===== src/rtl/rv_pkg.sv =====
// Shared types and constants for the RV32I decode/issue stage.
package rv_pkg;

   localparam logic [6:0] OPC_OP     = 7'b0110011;
   localparam logic [6:0] OPC_OP_IMM = 7'b0010011;

   typedef logic [4:0] reg_idx_t;

   typedef struct packed {
      logic        i_en;
      logic [2:0]  funct3;
      logic [6:0]  funct7;
      logic [31:0] rs1;
      logic [31:0] rs2;
      reg_idx_t    rd;
   } issue_bundle_t;

   // Sign-extended I-type immediate; shift encodings keep bits [11:5] intact.
   function automatic logic [31:0] imm_i(input logic [31:0] instr);
      return {{20{instr[31]}}, instr[31:20]};
   endfunction

endpackage


===== src/rtl/rv_regfile.sv =====
// 32x32 register file: two asynchronous read ports, one synchronous write port.
// x0 is hardwired to zero; RESET_REGFILE selects whether reset clears the array.
module rv_regfile
   import rv_pkg::*;
#(
   parameter bit RESET_REGFILE = 1'b1
) (
   input  logic        clk,
   input  logic        rst,
   input  reg_idx_t    raddr1,
   input  reg_idx_t    raddr2,
   output logic [31:0] rdata1,
   output logic [31:0] rdata2,
   input  logic        we,
   input  reg_idx_t    waddr,
   input  logic [31:0] wdata
);

   logic [31:0] mem [32];
   logic        wr_en;

   assign wr_en = we && (waddr != '0);

   generate
      if (RESET_REGFILE) begin : g_rst
         always_ff @(posedge clk or posedge rst) begin
            if (rst) begin
               for (int i = 0; i < 32; i++) begin
                  mem[i] <= '0;
               end
            end else if (wr_en) begin
               mem[waddr] <= wdata;
            end
         end
      end else begin : g_norst
         always_ff @(posedge clk) begin
            if (wr_en) begin
               mem[waddr] <= wdata;
            end
         end
      end
   endgenerate

   assign rdata1 = (raddr1 == '0) ? '0 : mem[raddr1];
   assign rdata2 = (raddr2 == '0) ? '0 : mem[raddr2];

endmodule


===== src/rtl/rv_decode_issue.sv =====
// RV32I OP/OP-IMM decode and operand issue with RAW scoreboard stalls.
// Define RV_DECODE_BYPASS_EN to forward same-cycle writebacks into operands.
module rv_decode_issue
   import rv_pkg::*;
#(
   parameter bit RESET_REGFILE = 1'b1,
   parameter int SB_WIDTH      = 32
) (
   input  logic        clk,
   input  logic        rst,
   input  logic        in_valid,
   output logic        in_ready,
   input  logic [31:0] in_instr,
   output logic        out_valid,
   input  logic        out_ready,
   output logic        out_i_en,
   output logic [2:0]  out_funct3,
   output logic [6:0]  out_funct7,
   output logic [31:0] out_rs1,
   output logic [31:0] out_rs2,
   output logic [4:0]  out_rd,
   input  logic        wb_en,
   input  logic [4:0]  wb_addr,
   input  logic [31:0] wb_data,
   output logic        illegal
);

   logic [6:0]          opcode;
   reg_idx_t            rs1_idx;
   reg_idx_t            rs2_idx;
   reg_idx_t            rd_idx;
   logic                is_op;
   logic                is_op_imm;
   logic                legal;
   logic [31:0]         rf_rdata1;
   logic [31:0]         rf_rdata2;
   logic [31:0]         rs1_val;
   logic [31:0]         rs2_val;
   logic [SB_WIDTH-1:0] busy_reg;
   logic [SB_WIDTH-1:0] busy_next;
   logic [SB_WIDTH-1:0] busy_eff;
   logic [SB_WIDTH-1:0] set_vec;
   logic [SB_WIDTH-1:0] clr_vec;
   logic                hazard;
   logic                accept;
   logic                issue;
   issue_bundle_t       bundle_reg;
   issue_bundle_t       bundle_next;
   logic                out_valid_reg;
   logic                illegal_reg;

   assign opcode    = in_instr[6:0];
   assign rd_idx    = in_instr[11:7];
   assign rs1_idx   = in_instr[19:15];
   assign rs2_idx   = in_instr[24:20];
   assign is_op     = (opcode == OPC_OP);
   assign is_op_imm = (opcode == OPC_OP_IMM);
   assign legal     = is_op || is_op_imm;

   rv_regfile #(
      .RESET_REGFILE (RESET_REGFILE)
   ) u_regfile (
      .clk    (clk),
      .rst    (rst),
      .raddr1 (rs1_idx),
      .raddr2 (rs2_idx),
      .rdata1 (rf_rdata1),
      .rdata2 (rf_rdata2),
      .we     (wb_en),
      .waddr  (wb_addr),
      .wdata  (wb_data)
   );

   // Per-entry set (new writer issued) and clear (writeback) strobes; x0 never tracked.
   genvar gi;
   generate
      for (gi = 0; gi < SB_WIDTH; gi++) begin : g_sb
         if (gi == 0) begin : g_x0
            assign set_vec[gi] = 1'b0;
            assign clr_vec[gi] = 1'b0;
         end else begin : g_xn
            assign set_vec[gi] = issue && (rd_idx == reg_idx_t'(gi));
            assign clr_vec[gi] = wb_en && (wb_addr == reg_idx_t'(gi));
         end
      end
   endgenerate

`ifdef RV_DECODE_BYPASS_EN
   assign busy_eff = busy_reg & ~clr_vec;
   assign rs1_val  = (wb_en && (wb_addr == rs1_idx) && (rs1_idx != '0)) ? wb_data : rf_rdata1;
   assign rs2_val  = (wb_en && (wb_addr == rs2_idx) && (rs2_idx != '0)) ? wb_data : rf_rdata2;
`else
   assign busy_eff = busy_reg;
   assign rs1_val  = rf_rdata1;
   assign rs2_val  = rf_rdata2;
`endif

   // Illegal opcodes have no operands, so they never stall.
   assign hazard   = legal && (busy_eff[rs1_idx] || (is_op && busy_eff[rs2_idx]));
   assign in_ready = (!out_valid_reg || out_ready) && !hazard;
   assign accept   = in_valid && in_ready;
   assign issue    = accept && legal;

   always_comb begin
      bundle_next        = '0;
      bundle_next.i_en   = is_op_imm;
      bundle_next.funct3 = in_instr[14:12];
      bundle_next.funct7 = is_op ? in_instr[31:25] : 7'd0;
      bundle_next.rs1    = rs1_val;
      bundle_next.rs2    = is_op_imm ? imm_i(in_instr) : rs2_val;
      bundle_next.rd     = rd_idx;
   end

   // Set after clear so a same-edge issue to the writeback index keeps ownership.
   assign busy_next = (busy_reg & ~clr_vec) | set_vec;

   always_ff @(posedge clk or posedge rst) begin
      if (rst) begin
         out_valid_reg <= 1'b0;
         bundle_reg    <= '0;
         illegal_reg   <= 1'b0;
         busy_reg      <= '0;
      end else begin
         if (issue) begin
            out_valid_reg <= 1'b1;
            bundle_reg    <= bundle_next;
         end else if (out_ready) begin
            out_valid_reg <= 1'b0;
         end
         illegal_reg <= accept && !legal;
         busy_reg    <= busy_next;
      end
   end

   assign out_valid  = out_valid_reg;
   assign out_i_en   = bundle_reg.i_en;
   assign out_funct3 = bundle_reg.funct3;
   assign out_funct7 = bundle_reg.funct7;
   assign out_rs1    = bundle_reg.rs1;
   assign out_rs2    = bundle_reg.rs2;
   assign out_rd     = bundle_reg.rd;
   assign illegal    = illegal_reg;

endmodule


===== config.mk =====
export PLATFORM = sky130hd
export DESIGN_NAME = rv_decode_issue
export DESIGN_NICKNAME = d
export VERILOG_FILES = /design/src/rtl/rv_pkg.sv /design/src/rtl/rv_regfile.sv /design/src/rtl/rv_decode_issue.sv
export SDC_FILE = /design/constraint.sdc
export NUM_CORES = 2
export LEC_CHECK = 0
export ABC_AREA = 1
export BUFFER_PORTS_ARGS = -buffer_cell sky130_fd_sc_hd__buf_2
export CAP_MARGIN = 15
export CORE_MARGIN = 3
export CORE_UTILIZATION = 35
export DETAILED_ROUTE_END_ITERATION = 6
export PLACE_DENSITY = 0.51
export SLEW_MARGIN = 20
export SYNTH_ARGS = -nofsm -noshare
export SYNTH_HDL_FRONTEND = slang
export SYNTH_SLANG_ARGS = --single-unit

===== constraint.sdc =====
create_clock -name clk -period 64.5 [get_ports clk]
set_input_delay 9.675 -clock clk [delete_from_list [all_inputs] [get_ports clk]]
set_output_delay 9.675 -clock clk [all_outputs]
set_load 0.02 [all_outputs]

Word-level counts from Yosys, hierarchy flattened
Cells that the tools add are included.
Operators by class
  mux-type cells: 19
  bitwise gates (word level): 6
  eq/ne operators: 64
  reductions and logical operators: 80
  order comparisons: 6
Operators by type and width (count)
  $bwmux W1024: 1
  $bmux W32 S5: 2
  $mux W32: 8
  $demux W32 S5: 1
  $eq A5 B5 Y1 const B: 32
  $eq A5 B4 Y1 const B: 16
  $logic_and A1 B1 Y1: 70
  $eq A5 B3 Y1 const B: 8
  $and A32 B32 Y32: 1
  $not A32 Y32: 1
  $or A32 B32 Y32: 1
  $eq A5 B2 Y1 const B: 4
  $ge A6 B6 Y1 const B: 3
  $not A5 Y6: 3
  $lt A5 B6 Y1 const B: 2
  $bmux W1 S5: 2
  $eq A5 B1 Y1 const B: 2
  $logic_not A5 Y1: 2
  $eq A7 B5 Y1 const B: 1
  $eq A7 B6 Y1 const B: 1
  $mux W7: 1
  $lt A6 B1 Y1 const B: 1
  $reduce_bool A5 Y1: 1
  $mux W1: 4
  other kinds (3): 7
Word-level totals
  flip-flop bits (word level): 1138
  word-level logic and storage cells: 216
  input bits: 74
  output and inout port bits: 83

Logic depth before layout (Yosys ltp)
  depth in word-level cells: 11
  depth in mapped cells: 17
  gate-level depth less buffers: 14

Cells and area by module
A second synthesis with hierarchy kept.
Second synthesis, totals
  cell total of the unflattened synthesis: 9092
  area, all modules: 62542.5 sq um
By module, submodules not included
  rv_regfile: cells an instance 8322, area each 56640.6 sq um, times used 1
  rv_decode_issue: cells an instance 770, area each 5901.9 sq um, times used 1

Worst setup path before layout
Ideal clock, no wire load.
  kind: input to output
  start point: input port in_instr[20]
  end point: output port in_ready
  required time: 54.825 ns
  arrival time: 11.003 ns
  path slack: 43.822 ns
  stages: 9
  cell sequence: buf_6 > or2_2 > nand3_1 > a21oi_1 > nor2_1 > nand2_1 > nand3_1 > nand2_1 > a21boi_0
Between the ends
  word-level cells in the longest chain between the ends: 7
RTL lines
  start: declaration: RTL line rv_decode_issue.sv:13  | input logic [31:0] in_instr,
  $bmux W1 S5: RTL line rv_decode_issue.sv:99  | assign hazard = legal && (busy_eff[rs1_idx] || (is_op && busy_eff[rs2_idx]));
  $mux W1 (not written as such): RTL line rv_decode_issue.sv:99
  $logic_and A1 B1 Y1: RTL line rv_decode_issue.sv:99
  $logic_or A1 B1 Y1: RTL line rv_decode_issue.sv:99
  $logic_and A1 B1 Y1: RTL line rv_decode_issue.sv:99
  $logic_not A1 Y1: RTL line rv_decode_issue.sv:100  | assign in_ready = (!out_valid_reg || out_ready) && !hazard;
  $logic_and A1 B1 Y1: RTL line rv_decode_issue.sv:100
  end: declaration: RTL line rv_decode_issue.sv:12  | output logic in_ready,
No other way between the ends. The select of a mux whose other input is x is not followed.

Worst setup path in the final report
  start point: input port in_instr[22]
  end point: output port in_ready
Same word-level chain as after synthesis.

==> summary.md <==
| Metric | Value |
|---|---|
| Status | `finished with violations` |
| Failing checks | `DRC` |
| Startpoint Class | `input pin` |
| CP arrival | `about 13000 ps` |
| Cell Rows | `150` |
| Routed WL | `around 260000 um` |
| Die width | `between 400 and 500 um` |
| Global-route wire length before repair | `between 300000 and 400000 um` |
| CTS Buf Count | `around 130` |
| Vias in the first global route | `around 55000` |
| Root buffer cell | `clkbuf_16` |
| Library cells used by synthesis | `32` |
| Synth Register Bits | `about 1100` |
| WP buf/inv | `4` |
| Slew @ Worst Pin | `roughly 1200 ps` |
| Register area share after synthesis | `about half` |
| Mapped Nets | `7930` |
| Ys flop type | `dfrtp_1` |
| Die Footprint | `174200 sq um` |
| Die height | `~420 um` |
| Max-slew violations | `0` |
| Critical path's top delay family | `buffers and inverters` |
| WL/cell | `26.71 um` |
| Core area | `approximately 170000 sq um` |
| 1st-iter DRT viols | `between 7000 and 8000` |
| Leakage | `a little under 30 nW` |
| Synth area leaders | `dfrtp_1 48%, o21ai_0 16%, nand2_1 11%` |
| Initial DRT Pass Iterations | `7` |
| Via count | `58020` |
| Power per Cell Area | `31.55 nW/um^2` |
| Reg with most FFs | `u_regfile.mem` |
| Slowest CP cell | `buf_4` |
| H-tree Lvls | `4` |
| Clk buf depth | `3` |
| Yosys top cell area share | `between 40% and 50%` |
| Number of flip-flops in the largest register | `just over 1000` |
| Clk sinks | `1137` |
| Final setup fails | `0` |
| Tot GR Track Use | `between 20 and 30%` |
| CP most frequent cell | `nand2_1` |
| Crit path cell chain | `buf_4 > inv_4 > buf_4 > nor2_4 > nand2_1 > nand2_1 > nor2_1 > nand2_1 > nand3_1 > nand2_1 > a21boi_0 > buf_2` |
| Pre-CTS setup slack | `approximately 42000 ps` |
| Fin crit period | `22350 ps` |
| Final nets | `roughly 7500` |
| Max_cap viols | `0` |
| Post-synth top area cell | `dfrtp_1` |
| Total grt overflow | `0` |
| Final setup TNS | `0 ps` |
| Dpl hpwl | `between 100000 and 150000 um` |
| Synth Warn # | `0` |
| Max stage delay on crit path | `slightly above 800 ps` |
| Synth Instances | `between 7000 and 8000` |
| Routability cong. | `about 0.85` |
| Power, Total | `about 2.0 mW` |
| IO buf count | `approximately 160` |
| Ports | `157` |
| RSZ-0062 raised after global routing | `false` |
| Fin. Hold Viols | `0` |
| DRC errors left | `7` |
| Post-synth ARST share | `100.0%` |
| Worst Path Max Fanout | `39` |
| Syn_area_per_cell | `roughly 7.5 sq um` |
| Largest net degree at the start of global routing | `between 150 and 200` |
| Synth Cell Area | `approximately 59000 sq um` |
| Worst-skew pair later-pin latency | `~800 ps` |
| VDD IR max | `approximately 0.000025 V` |
| Synth-to-Final Area Change | `9.627%` |
| Setup ws final | `42150 ps` |
| Max Fclk | `~45 MHz` |
| Vias per cell | `5.941` |
| Worst Hold Class | `register to register` |
| Initial antenna violation count | `10` |
| Post-route ant nets | `0` |
| Final Core Density | `38.75%` |
| Hold Buf Count CTS | `0` |
| Share of layout cells above drive strength 1 | `~7.0%` |
| Period utilization | `about a third` |
| Setup Skew | `~17 ps` |
| Worst EP required | `around 55000 ps` |
| Crit path capture type | `primary output` |
| Post-CTS resize count | `0` |
| CTS tree | `done` |
| Initial Util | `35.35%` |
| Area taken by multi-input logic gates | `between 20000 and 30000 sq um` |
| Critical path type | `input pin to primary output` |
| Clock-pin transition on the worst setup and hold timing paths | `~60 ps` |
| Setup bufs post-CTS | `0` |
| Register Area | `28450 sq um` |
| Worst rel slew slack | `17.20%` |
| Number of synthesized flops with an enable pin | `0` |
| Layout fillers | `roughly 17000` |
[area by class of cell]
class / instances / share of cell area, %
repair buffers: 262 / 2.568
inverters: 130 / 0.8285
flip-flops and latches: 1137 / 43.81
well taps: 2204 / 4.246
diodes: 3 / 0.01156
clock buffers: 197 / 6.125
clock inverters: 41 / 0.7148
multi-input cells: 5792 / 41.69
[layer usage]
metal / vias to the layer above / wire length (um) / GRT usage (%) / share of wire, %
li1: 25790 / - / - / -
met1: 28270 / 108000 / 39.15 / 41
met2: 3289 / 117200 / 46.43 / 45
met3: 666 / 22690 / 4.732 / 8.7
met4: 0 / 12920 / 13.80 / 5.0
met5: - / 0 / 0 / 0
[stage by stage]
| stage | area [sq um] | hold WS (ps) | std cells |
|---|---|---|---|
| detailed placement | 60490 | 391.2 | 9525 |
| global route | 64930 | 409.1 | 9763 |
| CTS | 64930 | 403.7 | 9763 |
| floorplan | 59240 | 451.4 | 7856 |
| global placement | 60490 | 387.0 | 9525 |
| finish | 64940 | 400.9 | 9766 |
[power breakdown]
group | internal [mW] | switching [mW] | leakage (nW) | total, mW
combinational | 0.115 | 0.222 | 11.8 | 0.337
clock | 0.459 | 0.322 | 2.20 | 0.782
sequential | 0.834 | 0.0962 | 14.9 | 0.930
total | 1.41 | 0.640 | 28.9 | 2.05
[path summary, 6_finish.rpt]
check,start,cells past startpoint,slack [ps],end
setup / recovery,in_instr[22],12,42150,in_ready
setup reg to reg,busy_eff[16]$_DFF_PP0_,14,60800,out_rs1[21]$_DFFE_PP0P_
max in group asynchronous,rst,7,50940,u_regfile.mem[13]$_DFFE_PP0P_
hold reg to reg,u_regfile.mem[997]$_DFFE_PP0P_,0,400,u_regfile.mem[997]$_DFFE_PP0P_
min in group asynchronous,rst,2,9000,u_regfile.mem[725]$_DFFE_PP0P_
hold / removal,u_regfile.mem[997]$_DFFE_PP0P_,0,400,u_regfile.mem[997]$_DFFE_PP0P_
[kinds of logic (layout without fill, tap and decap cells)]
logic type,count (synthesis),after routing,share of synthesized area [%]
AO/OA/AOI/OAI,2751,2751,25.35
flip-flops,1137,1137,48.03
other,0,3,0
AND/OR/NAND/NOR,3041,3041,19.86
buffers and inverters,927,630,6.759
[synth_stat cells, types with 10 or more instances]
library cell and number:
o21ai_0 1947, nand2_1 1727, dfrtp_1 1137, nor2_1 1082, clkbuf_1 599, o22ai_1 224, nand3_1 197, o211ai_1 139
a21oi_1 133, inv_1 119, buf_2 110, o21ai_1 110, o221ai_1 96, a22oi_1 94, buf_4 34, buf_6 29
nand4_1 23, buf_1 22, inv_2 10
[placed cells by master, fill, tap and decap left out, drive strengths merged]
cell	synthesis	layout
o21ai	2057	2057
nand2	1727	1727
dfrtp	1137	1137
nor2	1084	1084
buf	198	262
o22ai	224	224
nand3	197	197
clkbuf	599	197
o211ai	139	139
inv	130	135
a21oi	133	133
o221ai	96	96
a22oi	94	94
clkinv	0	27
nand4	24	24
bufinv	0	8
nor3	6	6
o2111ai	4	4
diode	0	3
or2	2	2
a221oi	2	2
a21boi	1	1
nor3b	1	1
o21a	1	1
clkinvlp	0	1
(Power assumes the default switching activity.)
